<file path="config.mk">
export PLATFORM = sky130hd
export DESIGN_NAME = multi_lane_link_ctrl
export DESIGN_NICKNAME = d
export VERILOG_FILES = /design/src/rtl/multi_lane_link_ctrl.sv
export SDC_FILE = /design/constraint.sdc
export NUM_CORES = 1
export LEC_CHECK = 0
export BUFFER_PORTS_ARGS = -buffer_cell sky130_fd_sc_hd__clkbuf_2
export CAP_MARGIN = 20
export CORE_UTILIZATION = 61
export DETAILED_ROUTE_END_ITERATION = 16
export PLACE_DENSITY = 0.83
export SLEW_MARGIN = 20
export SYNTH_ARGS = -nofsm -noshare
export SYNTH_HDL_FRONTEND = slang
export SYNTH_SLANG_ARGS = --single-unit
export TNS_END_PERCENT = 30
</file>
<file path="constraint.sdc">
create_clock -name sys_clk_i -period 3.7 [get_ports sys_clk_i]
set_input_delay 0.555 -clock sys_clk_i [delete_from_list [all_inputs] [get_ports sys_clk_i]]
set_output_delay 0.555 -clock sys_clk_i [all_outputs]
set_load 0.02 [all_outputs]
</file>
<file path="src/rtl/multi_lane_link_ctrl.sv">
// multi_lane_link_ctrl: per-lane link bring-up supervisor for an N-lane 10G PHY.
// It drives the global TX soft reset and the per-lane RX soft resets, waits for
// the GT reset FSMs to finish, and qualifies each lane on stable data_valid. It
// retries on timeout or loss of lock, and it reports lane-up, link-up and failure.
// Optional build macro TENG_LINK_STATS_EN adds per-lane 16-bit drop counters on
// the drop_cnt_o port.
module multi_lane_link_ctrl #(
    parameter int NUMBER_OF_LANES = 2,
    parameter int RST_CYCLES      = 16,
    parameter int TIMEOUT_CYCLES  = 50000,
    parameter int STABLE_CYCLES   = 1024,
    parameter int LOSS_CYCLES     = 64,
    parameter int MAX_RETRY       = 15
) (
    input  logic                               sys_clk_i,
    input  logic                               sys_rst_i,
    input  logic                               restart_i,
    input  logic [NUMBER_OF_LANES-1:0]         lane_en_i,
    input  logic [NUMBER_OF_LANES-1:0]         tx_rst_done_i,
    input  logic [NUMBER_OF_LANES-1:0]         rx_rst_done_i,
    input  logic [NUMBER_OF_LANES-1:0]         data_valid_i,
    output logic                               soft_reset_tx_o,
    output logic [NUMBER_OF_LANES-1:0]         soft_reset_rx_o,
    output logic [NUMBER_OF_LANES-1:0]         lane_up_o,
    output logic                               link_up_o,
    output logic                               link_fail_o,
    output logic [$clog2(MAX_RETRY+1)-1:0]     retry_cnt_o
`ifdef TENG_LINK_STATS_EN
    ,
    output logic [16*NUMBER_OF_LANES-1:0]      drop_cnt_o
`endif
);

    localparam int N       = NUMBER_OF_LANES;
    localparam int RW      = $clog2(MAX_RETRY + 1);
    localparam int MAX_AB  = (RST_CYCLES > TIMEOUT_CYCLES) ? RST_CYCLES : TIMEOUT_CYCLES;
    localparam int MAX_CD  = (STABLE_CYCLES > LOSS_CYCLES) ? STABLE_CYCLES : LOSS_CYCLES;
    localparam int MAX_CNT = (MAX_AB > MAX_CD) ? MAX_AB : MAX_CD;
    localparam int CW      = $clog2(MAX_CNT + 1);

    localparam logic [CW-1:0] RST_LAST     = CW'(RST_CYCLES - 1);
    localparam logic [CW-1:0] TIMEOUT_LAST = CW'(TIMEOUT_CYCLES - 1);
    localparam logic [CW-1:0] STABLE_LAST  = CW'(STABLE_CYCLES - 1);
    localparam logic [CW-1:0] LOSS_LAST    = CW'(LOSS_CYCLES - 1);
    localparam logic [RW-1:0] RETRY_MAX    = RW'(MAX_RETRY);

    typedef enum logic [2:0] {
        G_IDLE, G_TXRST, G_TXWAIT, G_RUN, G_FAIL
    } global_state_t;

    typedef enum logic [2:0] {
        L_IDLE, L_RST, L_WAIT, L_CHECK, L_UP
    } lane_state_t;

    global_state_t  g_state;
    logic [CW-1:0]  g_cnt;
    lane_state_t    l_state [N];
    logic [CW-1:0]  l_cnt   [N];

    logic [N-1:0] tx_meta, tx_sync;
    logic [N-1:0] rx_meta, rx_sync;
    logic [N-1:0] dv_meta, dv_sync;

    logic         all_tx_done;
    logic         g_tx_timeout;
    logic         g_tx_drop;
    logic [N-1:0] lane_timeout;
    logic [N-1:0] lane_loss;
    logic         retry_event;
    logic         fail_entry;
    logic         lanes_abort;

    // Two-flop synchronisers for the asynchronous PHY status inputs.
    // NOTE: the first stage may go metastable; nothing but the second stage reads it.
    always_ff @(posedge sys_clk_i) begin
        if (sys_rst_i) begin
            tx_meta <= '0;
            tx_sync <= '0;
            rx_meta <= '0;
            rx_sync <= '0;
            dv_meta <= '0;
            dv_sync <= '0;
        end else begin
            tx_meta <= tx_rst_done_i;
            tx_sync <= tx_meta;
            rx_meta <= rx_rst_done_i;
            rx_sync <= rx_meta;
            dv_meta <= data_valid_i;
            dv_sync <= dv_meta;
        end
    end

    // Retry events from the global and lane FSMs, merged into one increment per cycle.
    // NOTE: every signal gets a default at the top, so no latch is inferred.
    always_comb begin
        lane_timeout = '0;
        lane_loss    = '0;
        all_tx_done  = &(tx_sync | ~lane_en_i);
        g_tx_timeout = (g_state == G_TXWAIT) && !all_tx_done && (g_cnt == TIMEOUT_LAST);
        g_tx_drop    = (g_state == G_RUN) && |(~tx_sync & lane_en_i);
        for (int l = 0; l < N; l++) begin
            lane_timeout[l] = (g_state == G_RUN) && lane_en_i[l] && (l_state[l] == L_WAIT) &&
                              !rx_sync[l] && (l_cnt[l] == TIMEOUT_LAST);
            lane_loss[l]    = (g_state == G_RUN) && lane_en_i[l] && (l_state[l] == L_UP) &&
                              !dv_sync[l] && (l_cnt[l] == LOSS_LAST);
        end
        retry_event = g_tx_timeout || g_tx_drop || (|lane_timeout) || (|lane_loss);
        // A retry while the counter is saturated ends the bring-up attempt.
        fail_entry  = retry_event && (retry_cnt_o == RETRY_MAX) && !restart_i;
        // Lanes leave RUN on the same edge that the global FSM does.
        lanes_abort = g_tx_drop || fail_entry;
    end

    // Global FSM: TX reset sequencing, retry accounting and the fail state.
    // NOTE: state registers use non-blocking assignments so every flop samples pre-edge values.
    always_ff @(posedge sys_clk_i) begin
        if (sys_rst_i || restart_i) begin
            g_state         <= G_IDLE;
            g_cnt           <= '0;
            retry_cnt_o     <= '0;
            soft_reset_tx_o <= 1'b0;
            link_fail_o     <= 1'b0;
        end else if (fail_entry) begin
            g_state         <= G_FAIL;
            g_cnt           <= '0;
            soft_reset_tx_o <= 1'b1;
            link_fail_o     <= 1'b1;
        end else begin
            if (retry_event) begin
                retry_cnt_o <= retry_cnt_o + 1'b1;
            end
            case (g_state)
                G_IDLE: begin
                    if (|lane_en_i) begin
                        g_state         <= G_TXRST;
                        g_cnt           <= '0;
                        soft_reset_tx_o <= 1'b1;
                    end
                end
                G_TXRST: begin
                    if (g_cnt == RST_LAST) begin
                        g_state         <= G_TXWAIT;
                        g_cnt           <= '0;
                        soft_reset_tx_o <= 1'b0;
                    end else begin
                        g_cnt <= g_cnt + 1'b1;
                    end
                end
                G_TXWAIT: begin
                    if (all_tx_done) begin
                        g_state <= G_RUN;
                        g_cnt   <= '0;
                    end else if (g_tx_timeout) begin
                        g_state         <= G_TXRST;
                        g_cnt           <= '0;
                        soft_reset_tx_o <= 1'b1;
                    end else begin
                        g_cnt <= g_cnt + 1'b1;
                    end
                end
                G_RUN: begin
                    if (g_tx_drop) begin
                        g_state         <= G_TXRST;
                        g_cnt           <= '0;
                        soft_reset_tx_o <= 1'b1;
                    end
                end
                G_FAIL: begin
                    soft_reset_tx_o <= 1'b1;
                    link_fail_o     <= 1'b1;
                end
                default: g_state <= G_IDLE;
            endcase
        end
    end

    // Lane FSMs: RX reset, reset-done wait, data_valid qualification and loss detection.
    always_ff @(posedge sys_clk_i) begin
        if (sys_rst_i) begin
            soft_reset_rx_o <= '0;
            lane_up_o       <= '0;
            for (int l = 0; l < N; l++) begin
                l_state[l] <= L_IDLE;
                l_cnt[l]   <= '0;
            end
        end else begin
            for (int l = 0; l < N; l++) begin
                if (restart_i || (g_state != G_RUN) || lanes_abort || !lane_en_i[l]) begin
                    l_state[l]         <= L_IDLE;
                    l_cnt[l]           <= '0;
                    lane_up_o[l]       <= 1'b0;
                    soft_reset_rx_o[l] <= !lane_en_i[l] ||
                                          (!restart_i && (fail_entry || (g_state == G_FAIL)));
                end else begin
                    case (l_state[l])
                        L_IDLE: begin
                            l_state[l]         <= L_RST;
                            l_cnt[l]           <= '0;
                            soft_reset_rx_o[l] <= 1'b1;
                        end
                        L_RST: begin
                            if (l_cnt[l] == RST_LAST) begin
                                l_state[l]         <= L_WAIT;
                                l_cnt[l]           <= '0;
                                soft_reset_rx_o[l] <= 1'b0;
                            end else begin
                                l_cnt[l] <= l_cnt[l] + 1'b1;
                            end
                        end
                        L_WAIT: begin
                            if (rx_sync[l]) begin
                                l_state[l] <= L_CHECK;
                                l_cnt[l]   <= '0;
                            end else if (lane_timeout[l]) begin
                                l_state[l]         <= L_RST;
                                l_cnt[l]           <= '0;
                                soft_reset_rx_o[l] <= 1'b1;
                            end else begin
                                l_cnt[l] <= l_cnt[l] + 1'b1;
                            end
                        end
                        L_CHECK: begin
                            // rx_rst_done was high on entry, so a low here is a falling edge.
                            if (!rx_sync[l]) begin
                                l_state[l]         <= L_RST;
                                l_cnt[l]           <= '0;
                                soft_reset_rx_o[l] <= 1'b1;
                            end else if (!dv_sync[l]) begin
                                l_cnt[l] <= '0;
                            end else if (l_cnt[l] == STABLE_LAST) begin
                                l_state[l]   <= L_UP;
                                l_cnt[l]     <= '0;
                                lane_up_o[l] <= 1'b1;
                            end else begin
                                l_cnt[l] <= l_cnt[l] + 1'b1;
                            end
                        end
                        L_UP: begin
                            if (lane_loss[l]) begin
                                l_state[l]         <= L_RST;
                                l_cnt[l]           <= '0;
                                lane_up_o[l]       <= 1'b0;
                                soft_reset_rx_o[l] <= 1'b1;
                            end else if (!dv_sync[l]) begin
                                l_cnt[l] <= l_cnt[l] + 1'b1;
                            end else begin
                                l_cnt[l] <= '0;
                            end
                        end
                        default: l_state[l] <= L_IDLE;
                    endcase
                end
            end
        end
    end

    // Link-up: every enabled lane is up while the global FSM runs.
    always_ff @(posedge sys_clk_i) begin
        if (sys_rst_i || restart_i) begin
            link_up_o <= 1'b0;
        end else begin
            link_up_o <= (g_state == G_RUN) && (|lane_en_i) && (&(lane_up_o | ~lane_en_i));
        end
    end

`ifdef TENG_LINK_STATS_EN
    logic [15:0] drop_cnt [N];

    // Per-lane saturating count of L_UP -> L_RST drops.
    always_ff @(posedge sys_clk_i) begin
        if (sys_rst_i || restart_i) begin
            for (int l = 0; l < N; l++) begin
                drop_cnt[l] <= '0;
            end
        end else begin
            for (int l = 0; l < N; l++) begin
                if (lane_loss[l] && !fail_entry && (drop_cnt[l] != 16'hFFFF)) begin
                    drop_cnt[l] <= drop_cnt[l] + 16'd1;
                end
            end
        end
    end

    // Flatten the per-lane counters onto the output bus.
    always_comb begin
        drop_cnt_o = '0;
        for (int l = 0; l < N; l++) begin
            drop_cnt_o[16*l +: 16] = drop_cnt[l];
        end
    end
`endif

endmodule

</file>
Word-level counts from Yosys, hierarchy flattened. Memory sizes are Yosys's and may differ from the RTL's. Index checks and enable logic that the tools add are counted.

Bits in registers: 42. Bits in writable memories: 38. Logic and storage cells: 453. Memories: 2.

Memories: l_cnt (words 2, bits a word 16, rd ports 2, clocked after memory_dff 0, wr ports 2, RTL line 58) `logic [CW-1:0] l_cnt [N];`; l_state (words 2, bits a word 3, rd ports 2, clocked after memory_dff 0, wr ports 2, RTL line 57) `lane_state_t l_state [N];`.

Add/sub/neg operators: 4. Equal/unequal tests: 53. Muxes and demuxes: 252. Bitwise logic cells: 53. Reductions and logical operators: 72.

Operators with widths (number): $mux 16 (33); $mux 1 (188); $mux 3 (24); $pmux 16 s4 (1); $add 16x1->16 const B (3); $eq 16x16->1 const B (3); $eq 16x4->1 const B (3); $or 1x1->1 (46); $eq 16x10->1 const B (2); $eq 16x6->1 const B (2); $ne 3x3->1 const B (10); $ne 2x2->1 const B (12); $logic_and 1x1->1 (22); $ne 3x2->1 const B (7); $reduce_and 5->1 (4); $eq 3x2->1 const B (6); $reduce_and 6->1 (3); $reduce_bool 6->1 (3); $pmux 1 s5 (3); $pmux 3 s5 (1); $reduce_or 2->1 (7); $logic_or 1x1->1 (12); $reduce_or 5->1 (2); $eq 3x1->1 const B (3); 15 further kinds (34).

Logic depth before layout (Yosys ltp). Gate-level depths: netlist of run 1.

Word-level depth: 31. Depth in mapped cells: 10. Gate-level depth less buffers: 8.

Least setup slack after synthesis of run 1. No wires, ideal clock.

Path kind: register -> register. Start: mem l_cnt[1][0] in the netlist's numbering. End: mem l_cnt[0][0] in the netlist's numbering, enable pin. Data arrival time: 2520 ps. Data required time: 3354 ps. Setup slack: 835 ps. Stages on the path, launching flop included: 9. Path buffers: 0. Cell sequence: edfxtp_1 -> ha_1 -> nand3_1 -> nor2_1 -> nand4_1 -> nand4_1 -> o21bai_1 -> nand4_1 -> or4_1.

RTL lines (RTL line): start, declared (58).

==> results of run 1 <==
==> report_power, final <==
part / internal, mW / switching [mW] / total, mW
logic: 0.0165 / 0.0279 / 0.0444
registers: 0.926 / 0.00670 / 0.933
clock network: 0.299 / 0.311 / 0.611
total: 1.24 / 0.346 / 1.59
==> sequential cells by signal, summed over array words and instances (netlist names) <==
signal           flops
dv_sync              2
rx_meta              2
link_up_o            1
g_cnt               16
tx_meta              2
l_state              6
soft_reset_tx_o      1
tx_sync              2
rx_sync              2
soft_reset_rx_o      2
g_state              3
l_cnt               32
dv_meta              2
lane_up_o            2
retry_cnt_o          4
link_fail_o          1
==> stage by stage <==
| stage | hold slack (ns) | power [mW] | cells |
|---|---|---|---|
| 5_1_grt | 0.409 | 1.63 | 569 |
| 3_3_place_gp | 0.418 | 0.995 | 553 |
| 2_1_floorplan | 0.414 | 0.979 | 461 |
| 4_1_cts | 0.408 | 1.59 | 569 |
| 6_report | 0.411 | 1.59 | 569 |
| 3_5_place_dp | 0.425 | 0.997 | 553 |
==> cells in the final DEF (no fill, tap or decap), types with 5 or more instances in the layout <==
| cell | Yosys | layout |
|---|---|---|
| nor2b_1 | 15 | 15 |
| nand3_1 | 24 | 24 |
| xor2_1 | 29 | 29 |
| nand2_1 | 33 | 33 |
| edfxtp_1 | 38 | 38 |
| xnor2_1 | 14 | 14 |
| clkbuf_2 | 0 | 21 |
| nor2_1 | 89 | 89 |
| nor4_1 | 5 | 5 |
| and2_1 | 6 | 6 |
| dfxtp_1 | 42 | 42 |
| a21oi_1 | 22 | 22 |
| clkbuf_8 | 0 | 10 |
| o21ai_0 | 9 | 9 |
| nor3_1 | 14 | 14 |
| inv_1 | 15 | 15 |
| nand4b_1 | 5 | 5 |
| nand4_1 | 19 | 19 |
| and3_1 | 8 | 8 |
==> worst max-delay path by stage <==
| stage | start | to | slack, ns |
|---|---|---|---|
| floorplan | l_cnt[1][0] | l_cnt[0][0] | 0.83 |
| global route | l_cnt[1][0] | l_cnt[0][11] | 0.15 |
| detailed placement | l_cnt[1][0] | l_cnt[0][13] | 0.42 |
| CTS | l_cnt[1][0] | l_cnt[0][11] | 0.40 |
| finish | l_cnt[1][0] | l_cnt[0][14] | 0.39 |
| global placement | l_cnt[1][0] | l_cnt[0][3] | 0.56 |
==> worst max-delay path, delay by kind of cell, from the launching register on <==
kind	cells	cell delay (ns)
compound gates	1	0.25
fa+ha+maj	1	0.25
flops	1	0.43
simple gates	6	2.00
==> cell type report <==
cell class                 count  area share
timing repair buffer          25      0.0294
clock inverter                 5     0.00626
sequential                    80       0.431
clock buffer                  11      0.0354
multi-input combinational    356       0.465
tap                           77      0.0209
inverter                      15      0.0122
==> logic make-up (layout without fill, tap and decap cells) <==
kind of cell / count (synthesis) / in the layout / share of synthesized area
buf+inv: 25 / 56 / 0.0246
fa+ha+maj: 4 / 4 / 0.0118
simple gates: 251 / 251 / 0.312
mux: 3 / 3 / 0.00711
compound gates: 55 / 55 / 0.0862
xor+xnor: 43 / 43 / 0.0892
flops: 80 / 80 / 0.469
==> per-layer routing <==
| metal | wire, um | part of all wire | global-route usage | vias to the layer above |
|---|---|---|---|---|
| met5 | 0 | 0 | 0 | - |
| met4 | 163 | 0.020 | 0.108 | 0 |
| met3 | 356 | 0.043 | 0.0418 | 15 |
| met2 | 3900 | 0.47 | 0.405 | 96 |
| met1 | 3930 | 0.47 | 0.323 | 1637 |
| li1 | - | - | - | 1698 |
==> key figures, run 1 <==
STA
  • Peak Freq: 302 MHz
  • Final period demand of the worst path: 3.31 ns
  • Worst-Margin Slew: 0.711 ns
  • Slew HR: 0.526
  • RSZ-0062 raised after global routing: false
  • Setup TNS: 0 ns
  • Max-slew violation count: 0
  • Final setup violation count: 0
  • Final setup skew: 0.00683 ns
  • Setup ws final: 0.392 ns
  • Final hold vios: 0
  • Final period util: 0.894

Route
  • Detail Route Antenna Nets: 0
  • Drt pass-1 iters: 5
  • DRT Wirelength: 8.34 mm
  • Via/cell ratio: 6.06
  • Remaining DRCs: 0
  • DR WL/cell: 14.7 um
  • Initial drt markers: 214
  • Routed vias: 3446

Clock network
  • Clock Latency Late Sink: 0.35 ns
  • H-tree lvl count: 3
  • Clock Sinks: 80
  • CTS tree: done
  • Cts bufs inserted: 9
  • Clk root buf: clkbuf_8
  • Clock Path Buffers: 2
  • Post-CTS Hold Buffers: 0
  • Post-CTS setup buffers: 0
  • Cts repair resizes: 0
  • Clock Pin Slew Worst Setup and Hold Paths: 0.08 ns

Yosys
  • Post-synthesis sequential area ratio: 0.469
  • Mapped Area: 4220 um^2
  • Post-synth cell types: 58
  • YS warnings: 0
  • Synth top area share: 0.270
  • Area contributors post-synth: edfxtp_1, dfxtp_1, nor2_1
  • Post-synth EDFFs: 38
  • Top-count cell post-synth: nor2_1
  • Mapped Nets: 476
  • Post-synth top cells: nor2_1, dfxtp_1, edfxtp_1
  • Share of flip-flops with an asynchronous set or reset: 0
  • Most common flop cell mapped by yosys: dfxtp_1
  • Yosys top cell by area: edfxtp_1
  • Post-synthesis register bit count: 80
  • Synthesized area per cell: 9.16 um^2
  • Cells after Synth: 461

Placed design
  • Pre-CTS WS: 0.422 ns
  • I/O Buffers: 21
  • GPL Wtd Cong: 0.862
  • Detailed placement HPWL: 6.10 mm
  • Cell area after placement: 4410 um^2

Final layout
  • Nets: 502
  • Share of cells above drive strength 1: 0.122
  • Area taken by multi-input logic gates: 2140 um^2
  • Post-route cell area: 4600 um^2
  • Register Area: 1980 um^2
  • Fillers: 499
  • Number of antenna cells inserted: 0
  • Area delta synth->final: 8.89%
  • Final Core Density: 0.704

Setup path
  • Critical-path cell list: ha_1 > nand3_1 > nor2_1 > nand4_1 > nand4_1 > o21bai_1 > nand4_1 > or4_1
  • Setup CP Type: flop to flop
  • Slowest CP cell: or4_1
  • R2r setup slk: 0.39 ns
  • Critical Path Start Type: flop
  • Worst setup EP type: flop
  • Worst reg-to-reg path cell count: 8
  • Reg2reg start: l_cnt[1][0]
  • Worst Path Arrival: 3.29 ns
  • Max incr delay on CP: 0.92 ns
  • Worst Path Max Fanout: 16
  • Top cell by count, worst path: nand4_1
  • Critical R2R Capture: l_cnt[0][14]
  • Worst Path Required: 3.68 ns

Die
  • # IOs: 22
  • Die height: 85.2 um
  • Core area: 6530 um^2
  • Row count: 29
  • Total die area: 7260 um^2
  • Die width: 85.2 um
  • Initial core utilization: 0.647

Min path
  • Worst hold path depth: 2
  • Worst hold-check path type: primary input to flop
  • Startpoint of the worst hold path: data_valid_i[1]
  • Worst Hold Path EP: dv_meta[1]

GRT
  • Vias in the first global route: 3220
  • First-pass GRT wire length: 14.2 mm
  • Largest net degree at the start of global routing: 17
  • Total gr overflow: 0
  • All-Layer GR Usage: 0.247
  • Initial antenna violation count: 0

Status
  • Outcome: completed

Run
  • Max-Cap Viols: 0

Pwr
  • Pwr dens: 345 nW/um^2
  • Leak pwr: 1.69 nW
  • Worst VDD drop: 0.255 mV
Note: power is estimated with default switching activity, not from simulation.
==> run 2, diff against run 1 <==
--- a/config.mk
+++ b/config.mk
@@ -5,11 +5,12 @@
 export SDC_FILE = /design/constraint.sdc
 export NUM_CORES = 1
 export LEC_CHECK = 0
+export ABC_AREA = 1
 export BUFFER_PORTS_ARGS = -buffer_cell sky130_fd_sc_hd__clkbuf_2
 export CAP_MARGIN = 20
-export CORE_UTILIZATION = 61
+export CORE_UTILIZATION = 62
 export DETAILED_ROUTE_END_ITERATION = 16
-export PLACE_DENSITY = 0.83
+export PLACE_DENSITY = 0.84
 export SLEW_MARGIN = 20
 export SYNTH_ARGS = -nofsm -noshare
 export SYNTH_HDL_FRONTEND = slang
==> run 2 against run 1 <==
Die area grew 9.7%. Hold slack worse by 0.039 ns. Flip-flop and latch count is the same. Combinational power rose by 100%. Register-to-register slack gained 0.45 ns. Global-route usage up 2.6 points. Largest power group unchanged. Highest routed layer unchanged.
==> key figures, run 2 <==
Status
  • Outcome: completed

Final layout
  • Post-route cell area: 5120 um^2
  • Max reg flops: 32
  • Register Area: 1980 um^2
  • Commonest non-fill, non-tap cells in the layout: nand2_1, nor2_1, inv_1
  • Share of cells above drive strength 1: 0.130
  • Area delta synth->final: 8.37%
  • Most common cell after layout, fill and taps aside: nand2_1
  • Area taken by multi-input logic gates: 2270 um^2
  • Number of antenna cells inserted: 0
  • Largest regs: l_cnt (32), g_cnt (16), l_state (6)
  • Nets: 673
  • Fillers: 606
  • Most flops, register: l_cnt

Clock network
  • Cts bufs inserted: 9
  • Clock Path Buffers: 2
  • CTS tree: done
  • Clk root buf: clkbuf_8
  • Clock Latency Late Sink: 0.37 ns
  • Post-CTS setup buffers: 0
  • Clock Pin Slew Worst Setup and Hold Paths: 0.08 ns
  • H-tree lvl count: 3
  • Post-CTS Hold Buffers: 0
  • Clock Sinks: 80
  • Cts repair resizes: 0

Setup path
  • Critical Path Start Type: flop
  • Critical-path cell list: ha_1 > nand3_2 > nor2_1 > nand2_1 > nor2_4 > nor2_2 > nand3_2 > nand2_4 > nand3_4 > nor3_1 > nand2_1 > nand3_1 > a21oi_1
  • Max incr delay on CP: 0.51 ns
  • Worst Path Required: 3.81 ns
  • Worst Path Arrival: 2.97 ns
  • R2r setup slk: 0.84 ns
  • Setup CP Type: flop to flop
  • Worst Path Max Fanout: 17
  • Worst setup EP type: flop
  • Slowest CP cell: nand2_1

Yosys
  • Mapped Nets: 645
  • Synth top area share: 0.242
  • Mapped Area: 4720 um^2
  • Cells after Synth: 630
  • Post-synth cell types: 42
  • Share of flip-flops with an asynchronous set or reset: 0
  • Post-synthesis register bit count: 80
  • Top-count cell post-synth: nand2_1
  • Synthesized area per cell: 7.50 um^2
  • Area contributors post-synth: edfxtp_1, dfxtp_1, nand2_1
  • Post-synth EDFFs: 38
  • Post-synth top cells: nand2_1, nor2_1, inv_1
  • Yosys top cell by area: edfxtp_1
  • YS warnings: 0
  • Post-synthesis sequential area ratio: 0.420
  • Most common flop cell mapped by yosys: dfxtp_1

Route
  • DR WL/cell: 13.3 um
  • Initial drt markers: 391
  • Detail Route Antenna Nets: 0
  • Drt pass-1 iters: 5
  • DRT Wirelength: 10.2 mm
  • Via/cell ratio: 5.54
  • Routed vias: 4221
  • Remaining DRCs: 0

GRT
  • Total gr overflow: 0
  • Layer with the highest usage: met2
  • Met2 GRT Util: 0.484
  • Met3 Usage GRT: 0.0526
  • Vias in the first global route: 4013
  • Met1 Use GR: 0.310
  • Initial antenna violation count: 0
  • First-pass GRT wire length: 16.7 mm
  • Largest net degree at the start of global routing: 22
  • All-Layer GR Usage: 0.272

Die
  • Initial core utilization: 0.648
  • Row count: 31
  • Die height: 89.3 um
  • Die width: 89.3 um
  • Total die area: 7970 um^2
  • # IOs: 22
  • Core area: 7290 um^2

Pwr
  • Sw Ratio: 0.238
  • Gate power share: 0.055
  • Leak pwr: 2.37 nW
  • Pwr dens: 323 nW/um^2
  • Worst VDD drop: 0.185 mV
  • Sw Pwr: 0.392 mW
  • Clock power frac: 0.376
  • Pint: 1.26 mW
  • Reg power frac: 0.570

Run
  • Max-Cap Viols: 0

Placed design
  • Detailed placement HPWL: 7.62 mm
  • GPL Wtd Cong: 0.943
  • I/O Buffers: 21
  • Cell area after placement: 4930 um^2

STA
  • Peak Freq: 350 MHz
  • Slew HR: 0.478
  • Worst-Margin Slew: 0.781 ns
  • Final hold vios: 0
  • Final setup skew: 0.0116 ns
  • Final period demand of the worst path: 2.86 ns
  • Final period util: 0.773
  • RSZ-0062 raised after global routing: false
  • Max-slew violation count: 0
  • Setup TNS: 0 ns
  • Final setup violation count: 0

Min path
  • Worst hold-check path type: primary input to flop
## run 2: worst paths after layout
kind / startpoint / endpoint / cells past startpoint
max: l_cnt[1][0] / l_state[1][0] / 13
min: data_valid_i[0] / dv_meta[0] / 3
max reg2reg: l_cnt[1][0] / l_state[1][0] / 13
min reg2reg: dv_meta[1] / dv_sync[1] / 2
## run 2: area by class of cell
class | count | area share
Clock buffer | 12 | 0.0323
Clock inverter | 4 | 0.00465
Multi-Input combinational cell | 431 | 0.443
Timing Repair Buffer | 25 | 0.0264
Tap cell | 99 | 0.0242
Inverter | 111 | 0.0824
Sequential cell | 80 | 0.387
## run 2: routing by layer
| layer | wire length [um] | share of wire |
|---|---|---|
| met1 | 4230 | 0.42 |
| met2 | 5190 | 0.51 |
| met3 | 482 | 0.047 |
| met4 | 261 | 0.026 |
| met5 | 0 | 0 |
## run 2: cell families (layout without fill, tap and decap cells)
kind of cell	count (synthesis)	in the layout	synth area share
compound gates	60	60	0.0790
xor+xnor	26	26	0.0482
fa+ha+maj	4	4	0.0106
buf+inv	119	152	0.100
flops	80	80	0.420
mux	1	1	0.00212
simple gates	340	340	0.340
## run 2: worst max-delay path: cells and delay by family (launching register included)
kind,cells,cell delay (ns)
adders and majority gates,1,0.26
AOI/OAI and AO/OA,1,0.06
DFF,1,0.43
and+or+nand+nor,11,1.85
## run 2: power by group through the flow
| stage | clock network (mW) | logic (mW) | registers (mW) |
|---|---|---|---|
| floorplan | 0 | 0.0588 | 0.960 |
| global placement | 0 | 0.0852 | 0.960 |
| detailed placement | 0 | 0.0879 | 0.960 |
| CTS | 0.627 | 0.0886 | 0.940 |
| global route | 0.657 | 0.0997 | 0.941 |
| finish | 0.620 | 0.0905 | 0.940 |
## run 2: stage by stage
stage               total power [mW]   util  std cells  hold WS, ns  setup WS, ns
floorplan                       1.02      -        630        0.388          1.31
global placement                1.04  0.676        746        0.392         0.973
detailed placement              1.05  0.676        746        0.396         0.816
CTS                             1.66  0.702        762        0.361         0.852
global route                    1.70  0.702        762        0.382         0.611
finish                          1.65  0.702        762        0.372         0.839
